==> config.mk <==
export PLATFORM = sky130hd
export DESIGN_NAME = uart_rx_buffer
export DESIGN_NICKNAME = d
export VERILOG_FILES = /design/src/rtl/uart_rx_buffer_pkg.sv /design/src/rtl/uart_rx_mem.sv /design/src/rtl/uart_rx_buffer.sv
export SDC_FILE = /design/constraint.sdc
export NUM_CORES = 1
export LEC_CHECK = 0
export ABC_AREA = 1
export CORE_ASPECT_RATIO = 1.2
export CORE_UTILIZATION = 35
export CTS_CLUSTER_SIZE = 10
export DETAILED_ROUTE_END_ITERATION = 10
export HOLD_SLACK_MARGIN = 0.02
export PLACE_DENSITY = 0.59
export SLEW_MARGIN = 40
export SYNTH_ARGS = -nofsm -noshare
export SYNTH_HDL_FRONTEND = slang
export SYNTH_SLANG_ARGS = --single-unit
==> constraint.sdc <==
create_clock -name clk -period 1.8 [get_ports clk]
set_clock_uncertainty 0.2 [all_clocks]
set_input_delay 0.27 -clock clk [delete_from_list [all_inputs] [get_ports clk]]
set_output_delay 0.27 -clock clk [all_outputs]
set_load 0.05 [all_outputs]
==> src/rtl/uart_rx_buffer_pkg.sv <==
// Shared defaults and helpers for the UART receive buffer.
package uart_rx_buffer_pkg;

    localparam int DEF_DATA_W     = 8;
    localparam int DEF_DEPTH_LOG2 = 4;
    localparam int DEF_DEPTH      = 1 << DEF_DEPTH_LOG2;
    localparam int DEF_RTS_HI     = 12;
    localparam int DEF_RTS_LO     = 8;

    // Hysteresis: drop at/above hi, raise at/below lo, hold in between.
    function automatic logic rts_update(input int lvl, input int hi,
                                        input int lo, input logic cur);
        logic nxt;
        nxt = cur;
        if (lvl >= hi)
            nxt = 1'b0;
        else if (lvl <= lo)
            nxt = 1'b1;
        return nxt;
    endfunction

endpackage

==> src/rtl/uart_rx_mem.sv <==
// DEPTH x DATA_W register array: one synchronous write, one async read.
module uart_rx_mem
    import uart_rx_buffer_pkg::*;
#(
    parameter int DATA_W     = DEF_DATA_W,
    parameter int DEPTH_LOG2 = DEF_DEPTH_LOG2
) (
    input  logic                  clk,
    input  logic                  we,
    input  logic [DEPTH_LOG2-1:0] waddr,
    input  logic [DATA_W-1:0]     wdata,
    input  logic [DEPTH_LOG2-1:0] raddr,
    output logic [DATA_W-1:0]     rdata
);

    localparam int DEPTH = 1 << DEPTH_LOG2;

    logic [DEPTH-1:0][DATA_W-1:0] mem;

    // Storage is never cleared; stale bytes are hidden by the level gate.
    always_ff @(posedge clk) begin
        if (we)
            mem[waddr] <= wdata;
    end

    assign rdata = mem[raddr];

endmodule

==> src/rtl/uart_rx_buffer.sv <==
// Receive elastic FIFO with first-word fall-through, rts hysteresis and
// sticky overrun.
module uart_rx_buffer
    import uart_rx_buffer_pkg::*;
#(
    parameter int DATA_W     = DEF_DATA_W,
    parameter int DEPTH_LOG2 = DEF_DEPTH_LOG2,
    parameter int RTS_HI     = DEF_RTS_HI,
    parameter int RTS_LO     = DEF_RTS_LO
) (
    input  logic                  clk,
    input  logic                  rst,
    input  logic                  rst_soft,
    input  logic                  rx_en,
    input  logic                  in_valid,
    input  logic [DATA_W-1:0]     in_data,
    input  logic                  pop,
    output logic [DATA_W-1:0]     out_data,
    output logic                  out_ready,
    output logic [DEPTH_LOG2:0]   level,
    output logic                  rts,
    output logic                  overrun,
    input  logic                  overrun_clr
);

    localparam int DEPTH = 1 << DEPTH_LOG2;
    localparam logic [DEPTH_LOG2-1:0] PTR_ONE = 1;
    localparam logic [DEPTH_LOG2:0]   LVL_ONE = 1;
    localparam logic [DEPTH_LOG2:0]   LVL_FULL = DEPTH[DEPTH_LOG2:0];

    logic                  reset;
    logic                  push;
    logic                  pop_eff;
    logic                  full;
    logic                  do_push;
    logic                  overflow;
    logic [DEPTH_LOG2-1:0] wr_ptr, rd_ptr;
    logic [DEPTH_LOG2:0]   level_next;
    logic                  rts_q, rts_next;
    logic [DATA_W-1:0]     rd_data;

    assign reset    = rst | rst_soft;
    assign push     = in_valid & rx_en;
    assign pop_eff  = pop & (level != '0);
    assign full     = (level == LVL_FULL);
    // A full FIFO still takes a byte when the same cycle frees a slot.
    assign do_push  = push & (~full | pop_eff);
    assign overflow = push & full & ~pop_eff;

    // Next level and rts from this cycle's push/pop decision.
    always_comb begin
        level_next = level;
        case ({do_push, pop_eff})
            2'b10:   level_next = level + LVL_ONE;
            2'b01:   level_next = level - LVL_ONE;
            default: level_next = level;
        endcase
        rts_next = rts_update(int'(level_next), RTS_HI, RTS_LO, rts_q);
    end

    // Pointer, level, rts and overrun state.
    always_ff @(posedge clk) begin
        if (reset) begin
            wr_ptr  <= '0;
            rd_ptr  <= '0;
            level   <= '0;
            rts_q   <= 1'b1;
            overrun <= 1'b0;
        end else begin
            if (do_push)
                wr_ptr <= wr_ptr + PTR_ONE;
            if (pop_eff)
                rd_ptr <= rd_ptr + PTR_ONE;
            level <= level_next;
            rts_q <= rts_next;
            if (overflow)
                overrun <= 1'b1;
            else if (overrun_clr)
                overrun <= 1'b0;
        end
    end

    uart_rx_mem #(
        .DATA_W     (DATA_W),
        .DEPTH_LOG2 (DEPTH_LOG2)
    ) u_mem (
        .clk   (clk),
        .we    (do_push & ~reset),
        .waddr (wr_ptr),
        .wdata (in_data),
        .raddr (rd_ptr),
        .rdata (rd_data)
    );

    assign out_ready = (level != '0);
    assign out_data  = out_ready ? rd_data : '0;
    assign rts       = rts_q & rx_en;

endmodule

==> impl_results.md <==
- R2r setup slk: -0.20 ns
- Minimum clock period: 2.47 ns
- Hold Vio Cnt, Final: 0
- GPL Wtd Cong: 0.838
- Die Footprint: roughly 18000 sq um
- Root Buffer: clkbuf_16
- H-tree depth: 4
- Failing checks: setup timing
- CP Class: flip-flop to primary output
- Commonest non-fill, non-tap cells in the layout: 128 x edfxtp_1, 68 x nor2_1, 50 x o21ai_0
- Worst Hold Class: input pin to flip-flop
- Die Wd: 121 microns
- Total CTS buffers: 17
- Leakage: 2.98 nW
- Sequential fraction of the synthesis area: 0.697
- Number of routed nets with antenna violations: 0
- Vias in the first global route: 4397
- Worst-Margin Slew: 0.419 ns
- Antenna violations before repair: 0
- Rel. slew slack: 0.720
- Fin util: 0.515
- R2r startpoint: level[0]
- Drt total wl: 15.3 mm
- Largest net degree at the start of global routing: 33
- Share of cells above drive strength 1: 0.385
- Clk Latency, worst-skew pair: 0.42 ns
- Post-route setup slack: -0.669 ns
- Hold path startpoint: overrun_clr
- Drt first pass iters: 4
- Post-Syn Instances: 510
- VDD IR max: 0.657 mV
- GRT Residual Overflow: 0
- Commonest non-fill, non-tap cell in the layout: edfxtp_1
- Synthesis-stage register bit count: 143
- CP arrival: 2.00 ns
- Count of final setup violators: 141
- Tot GR Track Use: 0.185
- Syn Area/Cell: 11.7 sq um
- DRC Markers: 0
- DRT iter0 DRCs: 400
- FMAX: roughly 400 MHz
- Clk slew on worst S/H paths: 0.06 ns
- Worst path required time: between 1 and 1.5 ns
- Pwr per Cell Area: 963 nW/um^2
- Max_cap viols: 0
- Ports: 31
- Status: finished, violations left
- Placed cells: about 800
- Die Y: 145 microns
- IO Port Bufs: 30
- Net Count, Synth: 531
- Post-DP HPWL: 9.93 mm
- Tcrit/Tclk final: 1.37
- Core region area: 16400 sq um
- CTS tree: yes
- WL/cell: 18.3 microns
- CP Launch Type: flip-flop
- Critical path endpoint category: primary output
- Starting Density: 0.363
- Diode count: 0
- CTS Buffer Depth: 2
- RSZ-0062 raised after global routing: true
- Number of vias per cell: 5.17
- Finished Cell Area: 8440 sq um
- Mapped cell area: 5950 sq um
- Min Hold Slack: 0.250 ns
- # rows: between 50 and 60
- Layout Cells excl Fill: 835
- First-pass GRT wire length: 23.5 mm
- Ys Warns: 0
- Nets: 631
- Clock sink count: roughly 140
- Layout area overhead: 42.0%
- Total number of vias: 4313
- Crit path launch: rd_ptr[0]
- Slew Viols, Final: 0
- DP Area: approximately 7200 sq um
- Worst-path maximum fanout: 6
- Unique cell type count in the Yosys netlist: 23
## timing repair
| item | in CTS | in global routing |
|---|---|---|
| resized for setup | 95 | 56 |
| hold buffers | 0 | 0 |
| pin swaps | 43 | 43 |
| setup buffers | 13 | 7 |
| hold endpoints to repair | 0 | 0 |
| endpoints found under the setup margin | 31 | 134 |
| gates cloned | 2 | 0 |
## state kept, by name (all words and copies together) (netlist names)
signal and flops:
rd_ptr 4, level 5, u_mem.mem 128, overrun 1, wr_ptr 4, rts_q 1
## through the flow
step / setup WS, ns / total power [mW] / setup TNS (ns)
2_1_floorplan: -0.332 / 4.21 / -13.34
3_3_place_gp: -0.417 / 4.60 / -53.71
3_5_place_dp: -0.481 / 4.61 / -59.63
4_1_cts: -0.656 / 8.09 / -5.61
5_1_grt: -0.772 / 8.38 / -36.72
6_report: -0.669 / 8.13 / -23.39
## layout make-up
cell class | count | area (sq um)
Clock buffer | 17 | 425
Clock inverter | 15 | 148
Fill cell | 1379 | 7960
Inverter | 35 | 134
Multi-Input combinational cell | 307 | 2120
Sequential cell | 143 | 4170
Tap cell | 212 | 265
Timing Repair Buffer | 106 | 1180
## routing by layer
metal  global-route usage  share of wire  wire (microns)  up-vias
met5                    0              0               0        -
met2                0.312           0.50            7680      124
met1                0.225           0.42            6460     2104
met3               0.0411          0.046             695       29
met4               0.0903          0.028             434        0
li1                     -              -               -     2056
## worst paths after layout
path                      end  depth (start not counted)
setup / recovery  out_data[1]                         10
hold / removal        overrun                          4
setup reg to reg        rts_q                         16
hold reg to reg       overrun                          2
## report_power, final
| part | internal, mW | switching (mW) |
|---|---|---|
| clock network | 2.02 | 1.35 |
| logic | 0.481 | 0.639 |
| registers | 3.63 | 0.0171 |
| total | 6.13 | 2.00 |
## cell families after synthesis
group           count (synthesis)  synth area share
compound gates                124             0.121
fa+ha+maj                       6            0.0126
xor+xnor                        2           0.00295
flops                         143             0.697
buf+inv                        60            0.0389
simple gates                  175             0.128
## worst max-delay path, stage by stage, from the launching register on
cell,delay (ns)
dfxtp_4,0.37
inv_4,0.08
buf_12,0.13
buf_12,0.11
nor2_2,0.03
o22ai_2,0.22
nor2_1,0.07
nor2_1,0.14
o21ai_2,0.11
a21oi_4,0.16
buf_6,0.17
## synth_stat cells
library cell	number	area share
clkbuf_1	20	0.013
ha_1	6	0.013
nor2_2	2	0.0021
a2bb2oi_1	1	0.0015
clkinv_1	1	0.00063
nand2_4	1	0.0019
nand3_1	25	0.021
a21oi_1	13	0.011
edfxtp_1	128	0.65
nand2_2	1	0.0011
buf_2	5	0.0042
o21ai_0	77	0.065
nand4_1	6	0.0063
o221ai_1	22	0.032
xor2_1	2	0.0029
inv_1	32	0.020
nand2_1	35	0.022
o22ai_1	10	0.011
dfxtp_1	15	0.050
nor2_1	102	0.064
inv_2	2	0.0013
nand3_4	3	0.0088
o21ai_1	1	0.00084
No activity file was read; power rests on OpenSTA's default activity.
